<file path="src/rtl/pic_inta_sequencer_pkg.sv">
// Shared types and constants for the 8259-style INTA sequencer.
// Levels, FSM states, OCW2 command codes and priority helper functions live here.
package pic_pkg;

  localparam int NUM_LEVELS = 8;
  localparam int LVL_W      = 3;

  typedef enum logic [1:0] {
    IDLE = 2'd0,
    ACK1 = 2'd1,
    ACK2 = 2'd2
  } state_t;

  // OCW2 {R, SL, EOI}
  localparam logic [2:0] EOI_NS  = 3'b001;
  localparam logic [2:0] EOI_SP  = 3'b011;
  localparam logic [2:0] ROT_NS  = 3'b101;
  localparam logic [2:0] ROT_SP  = 3'b111;
  localparam logic [2:0] SET_PRI = 3'b110;

  // 0 is the highest rank; the level just after lp ranks first
  function automatic logic [LVL_W-1:0] prio_rank(input logic [LVL_W-1:0] lvl,
                                                 input logic [LVL_W-1:0] lp);
    return lvl - lp - 3'd1;
  endfunction

  function automatic logic [NUM_LEVELS-1:0] onehot(input logic [LVL_W-1:0] lvl);
    return NUM_LEVELS'(1) << lvl;
  endfunction

endpackage

</file>
<file path="src/rtl/pic_inta_sequencer_priority_resolver.sv">
// Combinational rotating-priority resolver: finds the highest-ranked set bit
// of req, where level (lp+1) mod 8 ranks first.
module pic_priority_resolver
  import pic_pkg::*;
(
  input  logic [NUM_LEVELS-1:0] req,
  input  logic [LVL_W-1:0]      lp,
  output logic                  valid,
  output logic [LVL_W-1:0]      level
);

  logic [NUM_LEVELS-1:0] rot;
  logic [LVL_W-1:0]      off;

  // rot[0] is the request that currently ranks highest
  for (genvar i = 0; i < NUM_LEVELS; i++) begin : g_rot
    assign rot[i] = req[LVL_W'(lp + LVL_W'(i) + 3'd1)];
  end

  always_comb begin
    valid = 1'b0;
    off   = '0;
    for (int i = NUM_LEVELS - 1; i >= 0; i--) begin
      if (rot[i]) begin
        valid = 1'b1;
        off   = LVL_W'(i);
      end
    end
  end

  assign level = lp + off + 3'd1;

endmodule

</file>
<file path="src/rtl/pic_inta_sequencer.sv">
// INTA sequencer: raises INT, resolves the winner, owns the ISR, runs the
// two-pulse 8086 acknowledge and executes OCW2 EOI/rotation commands.
module pic_inta_sequencer
  import pic_pkg::*;
#(
  parameter logic [LVL_W-1:0] RESET_LP = 3'd7
) (
  input  logic                  clk,
  input  logic                  reset,
  input  logic [NUM_LEVELS-1:0] irr,
  input  logic [NUM_LEVELS-1:0] imr,
  input  logic                  inta_n,
  input  logic [4:0]            icw2_base,
  input  logic                  aeoi,
  input  logic                  ocw2_valid,
  input  logic [2:0]            ocw2_cmd,
  input  logic [LVL_W-1:0]      ocw2_level,
  output logic                  int_o,
  output logic [NUM_LEVELS-1:0] isr,
  output logic [NUM_LEVELS-1:0] irr_clr,
  output logic [7:0]            vec_out,
  output logic                  vec_oe
);

  state_t                state, state_nxt;
  logic                  inta_q, fall, rise;
  logic [LVL_W-1:0]      lp, lp_nxt, lvl, lvl_nxt;
  logic                  spur, spur_nxt;
  logic                  int_nxt, vec_oe_nxt;
  logic [7:0]            vec_out_nxt;
  logic [NUM_LEVELS-1:0] elig, isr_set, aeoi_clr, ocw_clr, irr_clr_nxt, isr_nxt;
  logic                  req_vld, isr_vld, pending;
  logic [LVL_W-1:0]      req_lvl, isr_lvl;

  assign elig = irr & ~imr;
  assign fall = inta_q & ~inta_n;
  assign rise = ~inta_q & inta_n;

  pic_priority_resolver u_req_res (.req(elig), .lp(lp), .valid(req_vld), .level(req_lvl));
  pic_priority_resolver u_isr_res (.req(isr),  .lp(lp), .valid(isr_vld), .level(isr_lvl));

  assign pending = req_vld &&
                   (!isr_vld || (prio_rank(req_lvl, lp) < prio_rank(isr_lvl, lp)));

  always_comb begin
    state_nxt   = state;
    int_nxt     = 1'b0;
    vec_oe_nxt  = vec_oe;
    vec_out_nxt = vec_out;
    lvl_nxt     = lvl;
    spur_nxt    = spur;
    isr_set     = '0;
    aeoi_clr    = '0;
    irr_clr_nxt = '0;
    case (state)
      IDLE: begin
        int_nxt    = pending;
        vec_oe_nxt = 1'b0;
        if (fall) begin
          int_nxt   = 1'b0;
          state_nxt = ACK1;
          if (req_vld) begin
            isr_set     = onehot(req_lvl);
            irr_clr_nxt = onehot(req_lvl);
            lvl_nxt     = req_lvl;
            spur_nxt    = 1'b0;
          end else begin
            // nothing eligible any more: answer with the level-7 vector
            lvl_nxt  = 3'd7;
            spur_nxt = 1'b1;
          end
        end
      end
      ACK1: begin
        if (fall) begin
          state_nxt   = ACK2;
          vec_oe_nxt  = 1'b1;
          vec_out_nxt = {icw2_base, lvl};
        end
      end
      ACK2: begin
        if (rise) begin
          state_nxt  = IDLE;
          vec_oe_nxt = 1'b0;
          if (aeoi && !spur) aeoi_clr = onehot(lvl);
        end
      end
      default: state_nxt = IDLE;
    endcase
  end

  // OCW2 acts in every state; a same-cycle INTA set overrides its clear
  always_comb begin
    ocw_clr = '0;
    lp_nxt  = lp;
    if (ocw2_valid) begin
      case (ocw2_cmd)
        EOI_NS: if (isr_vld) ocw_clr = onehot(isr_lvl);
        EOI_SP: ocw_clr = onehot(ocw2_level);
        ROT_NS: if (isr_vld) begin
          ocw_clr = onehot(isr_lvl);
          lp_nxt  = isr_lvl;
        end
        ROT_SP: begin
          ocw_clr = onehot(ocw2_level);
          lp_nxt  = ocw2_level;
        end
        SET_PRI: lp_nxt = ocw2_level;
        default: ;
      endcase
    end
  end

  assign isr_nxt = (isr & ~(ocw_clr | aeoi_clr)) | isr_set;

  always_ff @(posedge clk) begin
    if (reset) begin
      state   <= IDLE;
      inta_q  <= 1'b1;
      isr     <= '0;
      int_o   <= 1'b0;
      irr_clr <= '0;
      vec_oe  <= 1'b0;
      vec_out <= '0;
      lp      <= RESET_LP;
      lvl     <= '0;
      spur    <= 1'b0;
    end else begin
      state   <= state_nxt;
      inta_q  <= inta_n;
      isr     <= isr_nxt;
      int_o   <= int_nxt;
      irr_clr <= irr_clr_nxt;
      vec_oe  <= vec_oe_nxt;
      vec_out <= vec_out_nxt;
      lp      <= lp_nxt;
      lvl     <= lvl_nxt;
      spur    <= spur_nxt;
    end
  end

endmodule

</file>
<file path="config.mk">
export PLATFORM = sky130hd
export DESIGN_NAME = pic_inta_sequencer
export DESIGN_NICKNAME = d
export VERILOG_FILES = /design/src/rtl/pic_inta_sequencer_pkg.sv /design/src/rtl/pic_inta_sequencer_priority_resolver.sv /design/src/rtl/pic_inta_sequencer.sv
export SDC_FILE = /design/constraint.sdc
export NUM_CORES = 1
export LEC_CHECK = 0
export BUFFER_PORTS_ARGS = -buffer_cell sky130_fd_sc_hd__buf_2
export CORE_UTILIZATION = 57
export DETAILED_ROUTE_END_ITERATION = 6
export GPL_TIMING_DRIVEN = 0
export PLACE_DENSITY = 0.89
export SLEW_MARGIN = 20
export SYNTH_ARGS = -nofsm -noshare
export SYNTH_HDL_FRONTEND = slang
export SYNTH_SLANG_ARGS = --single-unit
</file>
<file path="constraint.sdc">
create_clock -name clk -period 5.6 [get_ports clk]
set_clock_uncertainty 0.2 [all_clocks]
set_input_delay 0.28 -clock clk [delete_from_list [all_inputs] [get_ports clk]]
set_output_delay 0.28 -clock clk [all_outputs]
set_load 0.01 [all_outputs]
</file>
Word level (Yosys, flattened, before mapping)
Index checks and enable logic that the tools add are counted.
{"block": "op_classes", "reduce_logical": 17, "n_eq_ne": 11, "bitwise_logic": 11, "addsub": 22, "shifts": 4, "n_mux": 84, "n_lt_le_gt_ge": 9}
{"operator": "$mux 8", "count": 8}
{"operator": "$mux 3", "count": 18}
{"operator": "$bmux 1 s3", "count": 16}
{"operator": "$mux 1", "count": 35}
{"operator": "$lt 3x4->1 const B", "count": 8}
{"operator": "$shl 1x3->8 const A", "count": 4}
{"operator": "$add 3x1->3 const B", "count": 10}
{"operator": "$and 8x8->8", "count": 2}
{"operator": "$not 8->8", "count": 2}
{"operator": "$or 8x8->8", "count": 2}
{"operator": "$pmux 8 s2", "count": 1}
{"operator": "$add 3x3->3 const B", "count": 4}
{"operator": "$eq 3x3->1 const B", "count": 3}
{"operator": "$reduce_and 3->1", "count": 3}
{"operator": "$ne 2x2->1 const B", "count": 4}
{"operator": "$add 3x2->3 const B", "count": 2}
{"operator": "$add 3x3->3", "count": 2}
{"operator": "$mux 2", "count": 3}
{"operator": "$pmux 2 s3", "count": 1}
{"operator": "$pmux 3 s2", "count": 1}
{"operator": "$reduce_or 2->1", "count": 3}
{"operator": "$sub 3x1->3 const B", "count": 2}
{"operator": "$sub 3x3->3", "count": 2}
{"operator": "$reduce_and 2->1", "count": 2}
{"operator": "other kinds (15)", "count": 20}
{"block": "totals", "register_bits": 36, "input_bits": 32, "elab_cells": 168}

Depth between registers and ports, before layout
Gate-level depths: netlist of run 1.
{"block": "depth", "depth_word": 22, "ltp_mapped": 22, "mapped_depth_nobuf": 20}

Modules after synthesis
A second synthesis of run 1 with hierarchy kept.
{"block": "hier_totals", "hier_cells": 398, "area_unflattened_um2": 3583.4}
{"module": "pic_priority_resolver", "n_inst": 2, "area_per_inst_um2": 900.9, "cells_per_inst": 98, "seq_area_each_um2": 0.0}
{"module": "pic_inta_sequencer", "n_inst": 1, "area_per_inst_um2": 1781.7, "cells_per_inst": 202, "seq_area_each_um2": 720.7}

Least setup slack after synthesis of run 1
OpenSTA, ideal clock, no wires.
{"block": "synth_timing", "path_kind": "register to register", "from": "register lp[1]", "to": "register int_o", "setup_slack_ns": 0.822, "stages_incl_launch_ff": 23, "setup_ns": 0.061, "n_path_buf": 3, "required_ns": 5.339, "synth_period_minus_slack_ns": 4.778, "arrival_time_ns": 4.517, "path_cell_list": "dfxtp_1 -> buf_2 -> inv_1 -> ha_1 -> buf_6 -> bufbuf_8 -> mux2i_1 -> mux4_1 -> nand2_1 -> o21ai_0 -> a22o_1 -> o21ai_0 -> o2bb2ai_1 -> ha_1 -> fa_1 -> inv_1 -> fa_1 -> inv_1 -> ha_1 -> a21oi_1 -> nor2b_1 -> o21ai_0 -> and4b_1"}
{"block": "synth_via", "elab_chain_len": 19, "elab_cells_between_ends": 90}
{"element": "start: declaration", "line_no": "pic_inta_sequencer.sv:27", "text": "logic [LVL_W-1:0] lp, lp_nxt, lvl, lvl_nxt;"}
{"element": "start signal: assignment", "line_no": "pic_inta_sequencer.sv:136", "text": "lp <= lp_nxt;"}
{"element": "$add 3x3->3", "line_no": "pic_inta_sequencer_priority_resolver.sv:17", "text": "assign rot[i] = req[LVL_W'(lp + LVL_W'(i) + 3'd1)];"}
{"element": "$add 3x1->3", "line_no": "pic_inta_sequencer_priority_resolver.sv:17"}
{"element": "$bmux 1 s3", "line_no": "pic_inta_sequencer_priority_resolver.sv:17"}
{"element": "$mux 1 (not written as such)", "line_no": "pic_inta_sequencer_priority_resolver.sv:17"}
{"element": "$mux 3 (8 in series)", "line_no": "pic_inta_sequencer_priority_resolver.sv:24", "text": "if (rot[i]) begin"}
{"element": "$add 3x3->3", "line_no": "pic_inta_sequencer_priority_resolver.sv:31", "text": "assign level = lp + off + 3'd1;"}
{"element": "$add 3x1->3", "line_no": "pic_inta_sequencer_priority_resolver.sv:31"}
{"element": "$sub 3x3->3", "line_no": "pic_inta_sequencer_pkg.sv:24", "text": "return lvl - lp - 3'd1;"}
{"element": "$sub 3x1->3", "line_no": "pic_inta_sequencer_pkg.sv:24"}
{"element": "$lt 3x3->1", "line_no": "pic_inta_sequencer.sv:43", "text": "(!isr_vld || (prio_rank(req_lvl, lp) < prio_rank(isr_lvl, lp)));"}
{"element": "$logic_or 1x1->1", "line_no": "pic_inta_sequencer.sv:43"}
{"element": "$logic_and 1x1->1 *", "line_no": "pic_inta_sequencer.sv:42", "text": "assign pending = req_vld &&"}
{"element": "end signal: assignment", "line_no": "pic_inta_sequencer.sv:132", "text": "int_o <= int_nxt;"}
{"element": "end: declaration", "line_no": "pic_inta_sequencer.sv:18", "text": "output logic int_o,"}
Every way passes the cells marked *; elsewhere a longest branch is shown, timed or not. The select of a mux whose other input is x is not followed.
A chain may end at the register's enable or synchronous reset.

Final worst setup path of run 1
Ends and elaborated chain as after synthesis.

==> results of run 1 <==
## state kept, by name, indices dropped and copies added, names as in the netlist
name     flops
spur         1
lvl          3
int_o        1
state        2
isr          8
inta_q       1
vec_out      8
irr_clr      8
vec_oe       1
lp           3
## what timing repair did
action / CTS / global route
setup endpoints to repair: 0 / 1
gates resized for setup: 0 / 4
hold endpoints to repair: 1 / 0
setup buffers: 0 / 4
hold buffers: 1 / 0
## per-layer routing
layer / vias to the layer above / part of all wire, % / track usage [%] / wire, µm
met3: 36 / 7.6 / 4.192 / 681
li1: 1480 / - / - / -
met1: 1544 / 40 / 38.15 / 3555
met5: - / 0 / 0 / 0
met2: 194 / 50 / 54.77 / 4485
met4: 0 / 2.8 / 12.31 / 252
## layout by cell type, fill, tap and decap left out, drive strengths merged, types with 3 or more instances in the layout
cell type	n
a211o	3
a21oi	27
a31oi	9
and2	3
and3b	4
buf	71
clkbuf	15
clkinv	3
dfxtp	36
fa	4
ha	7
inv	14
mux2	5
mux2i	9
mux4	18
nand2	39
nand2b	12
nand3	8
nand3b	3
nand4	3
nor2	22
nor2b	4
nor3	18
nor3b	6
o211ai	4
o21ai	18
o221ai	9
o22ai	8
o311a	4
o31ai	6
or2	5
xnor2	5
## through the flow
step / setup WS (ns) / hold WS [ns] / utilization, % / setup TNS, ns
2_1_floorplan: 0.8225 / 0.1865 / - / 0
3_3_place_gp: 0.3049 / 0.2394 / 67.39 / 0
3_5_place_dp: 0.1440 / 0.2446 / 67.39 / 0
4_1_cts: 0.09774 / 0.01388 / 69.21 / 0
5_1_grt: -0.04014 / 0.01531 / 70.09 / -0.04014
6_report: 0.1809 / 0.01133 / 70.09 / 0
## power groups by stage
stage / clock, mW / sequential, mW / combinational (mW)
global placement: 0 / 0.384 / 1.77
floorplan: 0 / 0.379 / 1.42
CTS: 0.180 / 0.379 / 1.86
global route: 0.192 / 0.390 / 2.10
detailed placement: 0 / 0.384 / 1.86
finish: 0.181 / 0.384 / 1.93
## how the worst max path moves through the flow
stage,end,startpoint,cells after the start,slack [ns]
after detailed placement,int_o,lp[1],20,0.14
after global routing,int_o,lp[1],22,-0.04
after floorplan,int_o,lp[1],22,0.82
after global placement,int_o,lp[1],20,0.30
after CTS,int_o,lp[1],20,0.1
final,int_o,lp[1],22,0.18
## layout make-up
| type | instances | share of cell area, % |
|---|---|---|
| Buffer | 20 | 4.703 |
| Clock buffer | 7 | 2.079 |
| Clock inverter | 1 | 0.2386 |
| Inverter | 17 | 1.840 |
| Multi-Input combinational cell | 283 | 60.40 |
| Sequential cell | 36 | 19.63 |
| Tap cell | 70 | 2.386 |
| Timing Repair Buffer | 61 | 8.725 |
## logic make-up (layout without fill, tap and decap cells)
family | count (synthesis) | count (layout) | share of synthesized area (%)
AOI/OAI and AO/OA | 98 | 98 | 21.57
xor gates and xnor gates | 7 | 7 | 2.414
adders and majority gates | 11 | 11 | 5.303
buffers and inverters | 37 | 106 | 7.400
DFF | 36 | 36 | 22.79
muxes | 32 | 32 | 18.05
and+or+nand+nor | 135 | 135 | 22.48
## critical path, stage by stage, from the launching register on
cell,delay [ns]
dfxtp_1,0.36
clkbuf_4,0.24
clkinvlp_4,0.19
ha_1,0.32
buf_6,0.14
bufbuf_8,0.27
mux2i_1,0.13
mux4_1,0.56
nand2_1,0.09
o21ai_0,0.07
a22o_1,0.19
o21ai_0,0.15
o2bb2ai_1,0.17
ha_2,0.25
fa_1,0.49
inv_1,0.15
fa_1,0.42
inv_1,0.07
ha_1,0.22
a21oi_1,0.15
nor2b_1,0.07
o21ai_0,0.21
and4b_1,0.24
==> results.sh, run 1 <==
export IMPL_max_freq_mhz=184.5
export IMPL_wl_um=8974
export IMPL_antenna_cells=0
export IMPL_pwr_share_comb_pct=77.3
export IMPL_r2r_slack_ns=0.18
export IMPL_drv_slew=0
export IMPL_power_mw=2.494
export IMPL_critPathLaunchType="flop"
export IMPL_min_path_type="input pin to flop"
export IMPL_die_x_um=76.48
export IMPL_cts_root_buf="clkbuf_8"
export IMPL_setup_viol=0
export IMPL_place_port_buffers=56
export IMPL_worstHoldEndpoint="inta_q"
export IMPL_arrival_ns=5.45
export IMPL_tightest_slew_ns=0.6740
export IMPL_r2r_end="int_o"
export IMPL_ys_ff_latch=36
export IMPL_final_area_um2=3671
export IMPL_clk_path_buf_depth=2
export IMPL_coreArea_um2=5238
export IMPL_status="finished, final reports clean"
export IMPL_netlist_area_um2=3162
export IMPL_grt_pass1_vias=3103
export IMPL_yosysSeqAreaShare_pct=22.79
export IMPL_gp_congestion=0.9447
export IMPL_die_h_um=76.48
export IMPL_dp_final_hpwl_um=6679
export IMPL_hold_path_depth=2
export IMPL_hold_start="inta_n"
export IMPL_ant_nets=0
export IMPL_synth_commonest_cells="nand2_1, dfxtp_1, a21oi_1, nor2_1, nor3_1"
export IMPL_yosys_top_cells_area="dfxtp_1, mux4_2, nand2_1, mux4_1, a21oi_1"
export IMPL_rows=26
export IMPL_grt_pass1_wl_um=14520
export IMPL_period_share_pct=96.77
export IMPL_drtPass1Iterations=5
export IMPL_fin_crit_ns=5.419
export IMPL_relSlewSlack_pct=54.97
export IMPL_tritoncts="done"
export IMPL_rr_worst_depth=22
export IMPL_yosysMostFrequentCell="nand2_1"
export IMPL_powerDensity_nw_per_um2=679.3
export IMPL_numCtsBuffers=5
export IMPL_power_leakage_nw=1.534
export IMPL_synthDistinctLibCells=66
export IMPL_final_hold_violation_count=0
export IMPL_routed_via_density=6.574
export IMPL_regToRegStartpoint="lp[1]"
export IMPL_antenna_found_initial=0
export IMPL_wl_per_cell_um=18.13
export IMPL_synth_edf_count=0
export IMPL_p_seq_share_pct=15.4
export IMPL_required_ns=5.63
export IMPL_yosysTopAreaCell="dfxtp_1"
export IMPL_postSynthAreaPerCell_um2=8.881
export IMPL_synth_cells=356
export IMPL_layout_drive_gt1_share_pct=27.53
export IMPL_ir_drop_mv=0.4238
export IMPL_die_area_um2=5849
export IMPL_async_flop_share_pct=0
export IMPL_finalNonFillerCells=495
export IMPL_routed_via_count=3254
export IMPL_worst_setup_path_type="flop to flop"
export IMPL_globalRouteTotalUtil_pct=31.07
export IMPL_nFillCells=395
export IMPL_swShare_pct=51.54
export IMPL_first_iter_violations=304
export IMPL_grt_remaining_overflow=0
export IMPL_dpl_cell_area_um2=3530
export IMPL_intPower_mw=1.208
export IMPL_ios=58
export IMPL_clock_sinks=36
export IMPL_place_inst=482
export IMPL_clk_latency_ns=0.28
export IMPL_path_max_fanout=10
export IMPL_nets=467
export IMPL_p_switching_mw=1.285
export IMPL_synth_nets=399
export IMPL_yosysTopAreaCellShare_pct=22.79
export IMPL_yosys_warnings=0
export IMPL_cts_clk_slew_worst_paths_ns=0.07
export IMPL_clkPwrFrac_pct=7.3
export IMPL_drcViolationCount=0
export IMPL_syn_to_final_growth_pct=16.11
export IMPL_seq_area_um2=720.7
export IMPL_maxCapViolCount=0
export IMPL_initial_core_util_pct=60.37
export IMPL_h_tree_depth=2
export IMPL_worstSetupEndpointType="flop"
export IMPL_synth_ff_type="dfxtp_1"
export IMPL_multi_input_area_um2=2217
export IMPL_grt_max_degree=14
No activity file was read; power rests on OpenSTA's default activity.
==> inputs of run 2 (changes only) <==
MAX_ROUTING_LAYER = met4   (was default)
==> run 2 against run 1 <==
Compared with the run above:
- sequential cell count did not move
- count of clock-buffer cells in the layout did not move
- critical endpoint unchanged
- combinational power barely moved
- sequential share of layout area rose by 0.054 points
- core utilization fell by 0.19 points
- sequential power fell by 1%
- global-route usage fell by 0.055 points
==> results.sh, run 2 (synthesized netlist as in run 1, its figures left out) <==
export IMPL_status="finished, final reports clean"
export IMPL_dr_wl_met2_um=4329
export IMPL_fin_crit_ns=5.419
export IMPL_dpl_cell_area_um2=3530
export IMPL_gp_congestion=0.9339
export IMPL_intPower_mw=1.198
export IMPL_worstSetupEndpointType="flop"
export IMPL_final_cell_mix="buf_2, nand2_1, dfxtp_1, a21oi_1, nor2_1"
export IMPL_path_max_fanout=10
export IMPL_clk_path_buf_depth=2
export IMPL_power_mw=2.460
export IMPL_largestRegisters="irr_clr: 8 flops, isr: 8 flops, vec_out: 8 flops"
export IMPL_tightest_slew_ns=0.7318
export IMPL_final_area_um2=3661
export IMPL_clk_latency_ns=0.29
export IMPL_wl_per_cell_um=17.77
export IMPL_arrival_ns=5.45
export IMPL_ios=58
export IMPL_worst_setup_path_type="flop to flop"
export IMPL_cts_clk_slew_worst_paths_ns=0.07
export IMPL_required_ns=5.63
export IMPL_swShare_pct=51.31
export IMPL_antenna_found_initial=0
export IMPL_period_share_pct=96.77
export IMPL_worst_path_buf_inv=6
export IMPL_crit_family="adder cells"
export IMPL_critPathLaunchType="flop"
export IMPL_maxCapViolCount=0
export IMPL_p_seq_share_pct=15.5
export IMPL_cts_root_buf="clkbuf_8"
export IMPL_drcViolationCount=0
export IMPL_place_inst=482
export IMPL_die_area_um2=5849
export IMPL_layout_drive_gt1_share_pct=26.89
export IMPL_dr_max_layer_used="met4"
export IMPL_coreArea_um2=5238
export IMPL_grt_pass1_wl_um=14160
export IMPL_worst_hold_slack_ns=0.03004
export IMPL_numCtsBuffers=5
export IMPL_relSlewSlack_pct=51.11
export IMPL_rows=26
export IMPL_clkPwrFrac_pct=7.3
export IMPL_rsz0062_at_grt="no"
export IMPL_finish_utilization_pct=69.90
export IMPL_grt_remaining_overflow=0
export IMPL_die_x_um=76.48
export IMPL_wl_um=8777
export IMPL_routed_via_count=3178
export IMPL_nets=466
export IMPL_drtPass1Iterations=5
export IMPL_crit_path_cell_trace="buf_2 > clkinvlp_4 > ha_1 > buf_6 > bufbuf_8 > mux2i_1 > mux4_1 > nand2_1 > o21ai_0 > a22o_1 > o21ai_0 > o2bb2ai_1 > ha_1 > fa_1 > inv_1 > fa_1 > inv_1 > ha_1 > a21oi_1 > nor2b_1 > o21ai_0 > and4b_1"
export IMPL_h_tree_depth=2
export IMPL_place_port_buffers=56
export IMPL_fin_ws_ns=0.1810
export IMPL_setup_viol=0
export IMPL_die_h_um=76.48
export IMPL_pwr_share_comb_pct=77.2
export IMPL_tritoncts="done"
export IMPL_dp_final_hpwl_um=6429
export IMPL_tns_ns=0
export IMPL_syn_to_final_growth_pct=15.79
export IMPL_globalRouteTotalUtil_pct=31.02
export IMPL_powerDensity_nw_per_um2=672.1
export IMPL_grt_max_degree=14
export IMPL_antenna_cells=0
export IMPL_min_path_type="input pin to flop"
export IMPL_max_freq_mhz=184.5
export IMPL_clock_sinks=36
export IMPL_drv_slew=0
export IMPL_max_stage_delay_ns=0.55
export IMPL_ir_drop_mv=0.4373
export IMPL_grt_pass1_vias=3088
export IMPL_power_leakage_nw=1.527
export IMPL_final_common_cell="buf_2"
export IMPL_initial_core_util_pct=60.37
export IMPL_routed_via_density=6.433
export IMPL_pre_cts_slack_ns=0.2002
export IMPL_drt_met1_wl_um=3609
export IMPL_first_iter_violations=247
export IMPL_finalNonFillerCells=494
export IMPL_final_hold_violation_count=0
export IMPL_p_switching_mw=1.263
export IMPL_ant_nets=0
export IMPL_dr_wl_met3_um=647
export IMPL_critPathSlowestCell="mux4_1"
## run 2: area by class of cell
cell class,count,area (µm²)
tap,70,87.58
inverter,17,67.56
fill,395,1577
timing repair buffer,60,315.3
buffer,20,170.2
clock buffer,7,76.32
sequential,36,720.7
clock inverter,1,8.758
multi-input combinational,283,2215
## run 2: final timing paths
path / endpoint / startpoint / depth (start not counted) / slack, ns
max: int_o / lp[1] / 22 / 0.18
min: vec_out[5] / icw2_base[2] / 3 / 0.03
min reg2reg: vec_out[6] / vec_out[6] / 2 / 0.25
max reg2reg: int_o / lp[1] / 22 / 0.18
## run 2: power groups by stage
| stage | combinational, mW | sequential, mW | clock [mW] |
|---|---|---|---|
| after global routing | 2.05 | 0.387 | 0.194 |
| after detailed placement | 1.82 | 0.381 | 0 |
| after global placement | 1.77 | 0.381 | 0 |
| after floorplan | 1.42 | 0.379 | 0 |
| after CTS | 1.83 | 0.376 | 0.183 |
| final | 1.90 | 0.380 | 0.180 |
## run 2: per-layer routing
metal,GRT usage [%],up-vias
li1,-,1474
met1,37.20,1520
met2,51.98,168
met3,4.790,16
met4,12.69,0
met5,-,-
## run 2: repair_timing
action,in CTS,in global routing
endpoints found under the setup margin,0,1
gates resized for setup,0,2
hold buffers,2,0
hold endpoints to repair,2,0
buffers inserted,0,2
## run 2: tightest hold or removal path, cell delays in order
cell,delay (ns)
buf_2,0.09
nand2_1,0.04
a21oi_1,0.05
